===== src/rtl/cordic_vector_pkg.sv =====
// Constants shared with the cordicsine rotation path: Q15 angle scale, pi/2,
// the inverse CORDIC gain and the arctangent table.
package cordic_vector_pkg;

    localparam int FIX_SHIFT = 15;

    // pi/2 in Q15; the unsigned output angle spans [0, 4*PI2).
    localparam int PI2 = 32'h0000_C90F;

    // 1/1.64676 in Q15, used to strip the CORDIC gain from the magnitude.
    localparam logic [15:0] AG_CONST = 16'h4DBA;

    // atan(2^-i) in Q15, truncated; index 0 is the 45 degree step.
    localparam logic [0:15][15:0] ATAN_TABLE = {
        16'h6487, 16'h3B58, 16'h1F5B, 16'h0FEA,
        16'h07FD, 16'h03FF, 16'h01FF, 16'h00FF,
        16'h007F, 16'h003F, 16'h001F, 16'h000F,
        16'h0007, 16'h0003, 16'h0001, 16'h0000
    };

endpackage


===== src/rtl/cordic_atan_rom.sv =====
// Combinational arctangent lookup for the CORDIC micro-rotation index.
// Indices beyond the table return zero.
module cordic_atan_rom
    import cordic_vector_pkg::*;
#(
    parameter int AW = 18
) (
    input  logic [4:0]    ctr,
    output logic [AW-1:0] atan
);

    always_comb begin
        // NOTE: every variable assigned in an always_comb gets a default first so no latch is inferred.
        atan = '0;
        if (ctr < 5'd16) begin
            atan = AW'(ATAN_TABLE[ctr[3:0]]);
        end
    end

endmodule


===== src/rtl/cordic_vector.sv =====
// Iterative CORDIC vectoring engine: atan2 and magnitude of a signed (x,y) sample.
// Define CORDIC_MAG_COMP_EN to add the MAGCOMP state that removes the CORDIC gain from out_mag.
module cordic_vector
    import cordic_vector_pkg::*;
#(
    parameter int ITER = 16,
    parameter int DW   = 16,
    parameter int AW   = 18
) (
    input  logic                 clk,
    input  logic                 reset_n,
    input  logic                 update,
    input  logic signed [DW-1:0] in_x,
    input  logic signed [DW-1:0] in_y,
    output logic                 ready,
    output logic [AW-1:0]        out_angle,
    output logic [DW-1:0]        out_mag
);

    localparam logic [2:0] S_IDLE    = 3'd0;
    localparam logic [2:0] S_COMPUTE = 3'd1;
    localparam logic [2:0] S_FINISH  = 3'd2;
    localparam logic [2:0] S_DONE    = 3'd4;
`ifdef CORDIC_MAG_COMP_EN
    localparam logic [2:0] S_MAGCOMP = 3'd3;
    localparam int         PW        = AW + FIX_SHIFT + 1;
`endif

    localparam logic signed [AW:0] TWO_PI2  = (AW+1)'(2 * PI2);
    localparam logic signed [AW:0] FOUR_PI2 = (AW+1)'(4 * PI2);

    logic [2:0]           state;
    logic [4:0]           ctr;
    logic signed [AW-1:0] x, y;
    logic signed [AW:0]   z;
    logic                 folded;
    logic                 zero_in;
    logic [AW-1:0]        atan_val;

    logic signed [AW-1:0] cap_x, cap_y;
    logic signed [AW-1:0] x_shr, y_shr, x_step, y_step;
    logic signed [AW:0]   z_step, z_off, angle_sum, angle_wrap;

    cordic_atan_rom #(.AW(AW)) u_atan_rom (
        .ctr  (ctr),
        .atan (atan_val)
    );

    always_comb begin
        cap_x = AW'(in_x);
        cap_y = AW'(in_y);
        x_shr = x >>> ctr;
        y_shr = y >>> ctr;
        // Drive y toward zero; z accumulates the rotation applied.
        if (!y[AW-1]) begin
            x_step = x + y_shr;
            y_step = y - x_shr;
            z_step = z + $signed({1'b0, atan_val});
        end else begin
            x_step = x - y_shr;
            y_step = y + x_shr;
            z_step = z - $signed({1'b0, atan_val});
        end
        z_off      = folded ? TWO_PI2 : '0;
        angle_sum  = z_off + z;
        angle_wrap = angle_sum[AW] ? angle_sum + FOUR_PI2 : angle_sum;
    end

`ifdef CORDIC_MAG_COMP_EN
    logic [PW-1:0] acc, acc_next;
    logic [DW-1:0] mag_comp;

    // One bit of AG_CONST per cycle, LSB first.
    always_comb begin
        acc_next = acc + (AG_CONST[ctr[3:0]] ? (PW'($unsigned(x)) << ctr) : '0);
        mag_comp = (acc_next[PW-1:FIX_SHIFT+DW] != '0) ? '1 : acc_next[FIX_SHIFT +: DW];
    end
`else
    logic [DW-1:0] mag_raw;

    always_comb begin
        mag_raw = (x[AW-1:DW] != '0) ? '1 : x[DW-1:0];
    end
`endif

    always_ff @(posedge clk or negedge reset_n) begin
        if (!reset_n) begin
            state     <= S_IDLE;
            ctr       <= '0;
            x         <= '0;
            y         <= '0;
            z         <= '0;
            folded    <= 1'b0;
            zero_in   <= 1'b0;
            ready     <= 1'b0;
            out_angle <= '0;
            out_mag   <= '0;
`ifdef CORDIC_MAG_COMP_EN
            acc       <= '0;
`endif
        end else begin
            case (state)
                S_IDLE, S_DONE: begin
                    if (update) begin
                        // Fold the left half-plane onto the right; FINISH adds pi back.
                        x       <= in_x[DW-1] ? -cap_x : cap_x;
                        y       <= in_x[DW-1] ? -cap_y : cap_y;
                        folded  <= in_x[DW-1];
                        zero_in <= (in_x == '0) && (in_y == '0);
                        z       <= '0;
                        ctr     <= '0;
                        ready   <= 1'b0;
                        state   <= S_COMPUTE;
                    end
                end
                S_COMPUTE: begin
                    x <= x_step;
                    y <= y_step;
                    z <= z_step;
                    if (ctr == 5'(ITER-1)) begin
                        ctr   <= '0;
                        state <= S_FINISH;
                    end else begin
                        ctr <= ctr + 5'd1;
                    end
                end
                S_FINISH: begin
                    out_angle <= zero_in ? '0 : angle_wrap[AW-1:0];
`ifdef CORDIC_MAG_COMP_EN
                    acc   <= '0;
                    ctr   <= '0;
                    state <= S_MAGCOMP;
`else
                    out_mag <= zero_in ? '0 : mag_raw;
                    ready   <= 1'b1;
                    state   <= S_DONE;
`endif
                end
`ifdef CORDIC_MAG_COMP_EN
                S_MAGCOMP: begin
                    acc <= acc_next;
                    if (ctr == 5'd15) begin
                        out_mag <= zero_in ? '0 : mag_comp;
                        ctr     <= '0;
                        ready   <= 1'b1;
                        state   <= S_DONE;
                    end else begin
                        ctr <= ctr + 5'd1;
                    end
                end
`endif
                default: state <= S_IDLE;
            endcase
        end
    end

endmodule


===== config.mk =====
export PLATFORM = sky130hd
export DESIGN_NAME = cordic_vector
export DESIGN_NICKNAME = d
export VERILOG_FILES = /design/src/rtl/cordic_vector_pkg.sv /design/src/rtl/cordic_atan_rom.sv /design/src/rtl/cordic_vector.sv
export SDC_FILE = /design/constraint.sdc
export NUM_CORES = 1
export LEC_CHECK = 0
export CAP_MARGIN = 10
export CORE_MARGIN = 1
export CORE_UTILIZATION = 30
export CTS_BUF_LIST = sky130_fd_sc_hd__clkbuf_4 sky130_fd_sc_hd__clkbuf_8 sky130_fd_sc_hd__clkbuf_16
export CTS_CLUSTER_SIZE = 20
export DETAILED_ROUTE_END_ITERATION = 8
export HOLD_SLACK_MARGIN = 0.15
export REMOVE_ABC_BUFFERS = 1
export SLEW_MARGIN = 20
export SYNTH_ARGS = -nofsm -noshare
export SYNTH_HDL_FRONTEND = slang
export SYNTH_SLANG_ARGS = --single-unit

===== constraint.sdc =====
create_clock -name clk -period 8.01 [get_ports clk]
set_input_delay 0.801 -clock clk [delete_from_list [all_inputs] [get_ports clk]]
set_output_delay 0.801 -clock clk [all_outputs]
set_load 0.05 [all_outputs]

* After elaboration in Yosys (flattened, before gate mapping)
Memory sizes are Yosys's and may differ from the RTL's. Index checks and enable logic that the tools add are counted.
Storage, ports and cells: flip-flop bits (word level) 100, output and inout bits 35, word-level logic and storage cells 72, bits in read-only memories 256, memories 1, input bits 35
Memory list:
- (no name shown) | depth 16, bits a word 16, rd ports 1, clocked after Yosys merged registers in 0, wr ports 0, RTL line cordic_atan_rom.sv:16 | atan = AW'(ATAN_TABLE[ctr[3:0]]);
Cells by class: multiplexer cells 27, add/sub/neg operators 11, bitwise logic cells 1, shifts and indexed selects 2, order comparisons 2, reductions and logical operators 12, equality and inequality tests 6
Operator list (count):
- 18-bit two-way mux | 8
- 16-bit two-way mux | 5
- 18-bit case mux with 2 select lines | 2
- 19-bit two-way mux | 2
- 19-bit case mux with 2 select lines | 1
- 18-bit adder | 2
- 16-bit negator with 18-bit output | 2
- 18-bit by 5-bit >>> shifter with 18-bit output | 2
- 18-bit subtractor | 2
- 16-bit zero test | 2
- 18-bit by 19-bit adder with 19-bit output | 1
- 19-bit adder | 1
- 19-bit subtractor | 1
- 18-bit by 17-bit adder with 18-bit output, second input constant | 1
- 17-bit two-way mux | 1
- 5-bit two-way mux | 2
- 5-bit case mux with 2 select lines | 1
- 3-bit case mux with 3 select lines | 1
- 2-bit AND reduction | 4
- 3-bit two-way mux | 2
- 2-bit nonzero test | 3
- 5-bit by 1-bit adder with 5-bit output, second input constant | 1
- 5-bit by 4-bit equality test with 1-bit output, second input constant | 1
- 5-bit >= comparator, second input constant | 1
- other kinds (11) | 12

* Longest topological paths before layout
depth in word-level cells 8, gate-level depth with buffers 23, depth with buffers taken out 20

* By module
Synthesis repeated with hierarchy kept, for this count alone.
Unflattened totals: cells, all modules 1407, area, all modules 11474.8 µm²
By module, submodules not included:
- cordic_vector | area an instance 11174.5 µm², seq. area each 2502.4 µm², instances 1, cells an instance 1363
- cordic_atan_rom | area an instance 300.3 µm², seq. area each 0.0 µm², instances 1, cells an instance 44

* Worst setup path after synthesis
Ideal clock, no wire load.
path kind reg2reg, from register ctr[0], to register x[17], setup time 69 ps, buffers on the path 2, stages on the path, launching flop included 20, period minus slack after synthesis 4618 ps, data arrival time 4549 ps, data required time 7941 ps, path slack 3392 ps, path through dfrtp_1 buf_6 buf_8 mux4_2 mux4_2 or3_4 or4b_4 a211oi_2 a21oi_1 o31ai_1 ha_1 a21oi_1 nand2_1 nor2_1 o21ai_0 a31oi_1 a21oi_1 xnor2_1 or3_1 nand3_1
On the way: cells in the longest elaborated chain, start to end 4, elaborated cells between the ends (all ways) 5, those cells by class 2 x add/sub; 1 x shift; 2 x mux
RTL lines:
- start, declared | RTL line cordic_vector.sv:33 | logic [4:0] ctr;
- start signal, assigned | RTL line cordic_vector.sv:124 | ctr <= ctr + 5'd1;
- 18-bit by 5-bit >>> shifter with 18-bit output * | RTL line cordic_vector.sv:53 | y_shr = y >>> ctr;
- 18-bit adder / 18-bit subtractor (equally long branches) | RTL line cordic_vector.sv:56, cordic_vector.sv:60
- 18-bit two-way mux * | RTL line cordic_vector.sv:55 | if (!y[AW-1]) begin
- 18-bit case mux with 2 select lines * | RTL line cordic_vector.sv:102 | case (state)
- end signal, assigned | RTL line cordic_vector.sv:106 | x <= in_x[DW-1] ? -cap_x : cap_x;
- end signal, assigned | RTL line cordic_vector.sv:117 | x <= x_step;
- end, declared | RTL line cordic_vector.sv:34 | logic signed [AW-1:0] x, y;
Every way passes the cells marked *; elsewhere a longest branch is shown, timed or not. A chain may end at the register's enable or synchronous reset.

* Worst setup path in the final report
Same ends and word-level chain as after synthesis.

==> key figures <==
Run status
  • Outcome: finished clean

Clock network
  • Count of cells resized by post-cts repair: 0
  • Clock Path Buffers: 2
  • Post-CTS Setup Inserts: 0
  • TritonCTS clock tree: built
  • Root Buffer: clkbuf_16
  • Hold_buf cts: 0
  • CTS buffer count: 9
  • Clock Latency Late Sink: ~370 ps
  • # clock sinks: 100
  • CTS H-tree lvls: 3
  • Reg clk slew, reported paths: roughly 80 ps

STA
  • Worst slew pin tran: 1060 ps
  • Fin. Hold Viols: 0
  • Final setup fails: 0
  • Max-slew violation count: 0
  • Final min period: just under 6000 ps
  • Maximum clock frequency: around 170 MHz
  • Setup TNS Final: 0 ps
  • Skew final: about 14 ps
  • RSZ-0062 raised after global routing: no
  • Final Cycle Share: approximately three quarters
  • Relative slew slack: approximately 30%

Global routing
  • Largest net degree at the start of global routing: between 60 and 70
  • Number of global-route vias before repair: a little over 9000
  • First-pass GRT wire length: between 50000 and 60000 um
  • GR Overflow Total: 0
  • Initial antenna violation count: 0
  • All-layer global routing usage: 17.1%

Drt
  • Drt via density: about 5.6
  • Post-route ant nets: 0
  • Drt wl/cell: 17.9 um
  • Residual DRC count: 0
  • Iteration-0 DRC Markers: approximately 930
  • Drt pass-1 iters: 8
  • Drt total wl: roughly 33000 um
  • Vias: slightly above 10000

Synth
  • Post-synth top flop: dfrtp_1
  • Flops & latches, synth: 100
  • Synthesized instance count: about 1400
  • Sequential share of the synthesized area: between 20% and 30%
  • Number of enable flip-flop cells after synthesis: 0
  • Async S/R FF share, synth: between 90% and 100%
  • Yosys cell types: 85
  • Avg Cell Area, Syn: 8.21 um2
  • Yosys warning total: 0
  • Mapped cell area: 11200 um2

Floorplanning
  • Core Region: between 30000 and 40000 um2
  • Die Y: a little under 200 um
  • I/O Pins: 70
  • Initial Util: 30.5%
  • Core Rows: 70
  • Die area: around 38000 um2
  • Die Wd: around 190 um

Final layout
  • Fin nets: about 1500
  • Antenna fix cells: 0
  • Layout cells sized above 1: ~8.5%
  • Area of the multi-input gates: approximately 8200 um2
  • Area growth, synth to finish: 12.2%
  • Seq. cell area: 2510 um2
  • Fill count: 3812

Worst setup path
  • Startpoint Class: flop
  • Kind of critical path: reg -> reg
  • Worst reg2reg startpoint: ctr[0]
  • Max FO, Critical Path: 38
  • Arrival time at the worst endpoint: between 6000 and 7000 ps
  • FF-to-FF End: x[17]
  • Worst R2R Path Depth: 18
  • Crit path required time: a little over 8000 ps
  • CP Capture Type: flop
  • R2r setup slk: just over 2000 ps

Placement
  • HPWL Detailed: around 25000 um
  • Port-buffer cells: between 60 and 70
  • Routability Congestion: 0.877

Hold path
  • Hold WC Path Type: in -> async

Flow run
  • Max Cap Viol: 0
registers in the layout, indices dropped and copies added (netlist names):
signal     cells
ctr            5
folded         1
out_angle     18
out_mag       16
ready          1
state          3
x             18
y             18
z             19
zero_in        1
cell type report:
cell class / count / share of cell area [%]
tap: 468 / 4.68
clock inverter: 5 / 0.360
inverter: 45 / 1.35
multi-input combinational: 1135 / 65.2
clock buffer: 11 / 2.02
timing repair buffer: 84 / 6.39
sequential: 100 / 20.0
layer usage:
metal,global-route usage [%],up-vias,share of wire [%]
met5,0,-,0
met4,4.93,0,2.0
met3,3.07,43,5.1
met2,28.2,273,47
met1,22.8,4932,46
li1,-,5073,-
cells in the mapped netlist, types with 23 or more instances:
| library cell | count | area [um2] |
|---|---|---|
| o21ai_0 | 94 | 470 |
| nor2_1 | 96 | 360 |
| ha_1 | 72 | 901 |
| xnor2_1 | 75 | 657 |
| nand3_1 | 28 | 140 |
| nor3_1 | 34 | 170 |
| o31ai_1 | 34 | 255 |
| xor2_1 | 52 | 455 |
| a21oi_1 | 94 | 470 |
| o22ai_1 | 23 | 144 |
| mux4_2 | 35 | 788 |
| inv_1 | 41 | 154 |
| dfrtp_1 | 100 | 2500 |
| nand2_1 | 161 | 604 |
| clkbuf_1 | 58 | 218 |
| o211ai_1 | 29 | 218 |
per-stage QoR:
stage / instance area (um2) / util, % / setup WS, ps / hold WS (ps) / std cells
final: 12500 / 34.2 / 2050 / 381 / 1848
after global routing: 12500 / 34.2 / 1610 / 411 / 1848
after CTS: 12500 / 34.2 / 2140 / 395 / 1848
after detailed placement: 12200 / 33.4 / 2180 / 466 / 1832
after global placement: 12200 / 33.4 / 2260 / 462 / 1832
after floorplan: 10800 / - / 2090 / 459 / 1280
kinds of logic (layout without fill, tap and decap cells):
family / Yosys count / in the layout / synth area share (%)
flops: 100 / 100 / 22.4
simple gates: 442 / 442 / 19.1
buf+inv: 125 / 145 / 4.57
mux: 75 / 75 / 10.9
xor+xnor: 127 / 127 / 9.96
fa+ha+maj: 76 / 76 / 8.79
compound gates: 415 / 415 / 24.3
worst max-delay path: stages (launching register included):
cell      delay (ps)
dfrtp_2          940
buf_4            420
mux4_2           600
mux4_2           520
or3_4            410
or4b_4           540
a211oi_2         310
a21oi_1          120
o31ai_1           90
ha_1             330
a21oi_1          330
nand2_1           80
nor2_1            90
o21ai_0          150
a31oi_1          270
a21oi_1          120
xnor2_1          150
or3_1            310
nand3_1           80
worst max path at each step:
stage	startpoint	to	depth (start not counted)
finish	ctr[0]	x[17]	18
global route	ctr[0]	x[17]	20
CTS	ctr[0]	x[17]	18
detailed placement	ctr[0]	x[17]	18
global placement	ctr[0]	x[17]	18
floorplan	ctr[0]	x[17]	17
placed cells by master, fill, tap and decap left out, drive strengths merged, types with 15 or more instances in the layout:
master,count
mux2,20
dfrtp,100
ha,72
mux4,35
a31oi,16
mux2i,20
buf,16
a21oi,94
inv,45
xnor2,75
o21ai,100
nand2,161
nand3,28
nor2,96
o211ai,29
nor3,34
o31ai,35
xor2,52
clkdlybuf4s50,68
and2,15
o22ai,23
Power is not shown: default switching activity piles up to over one toggle a cycle in this logic, so the estimate is an artifact.
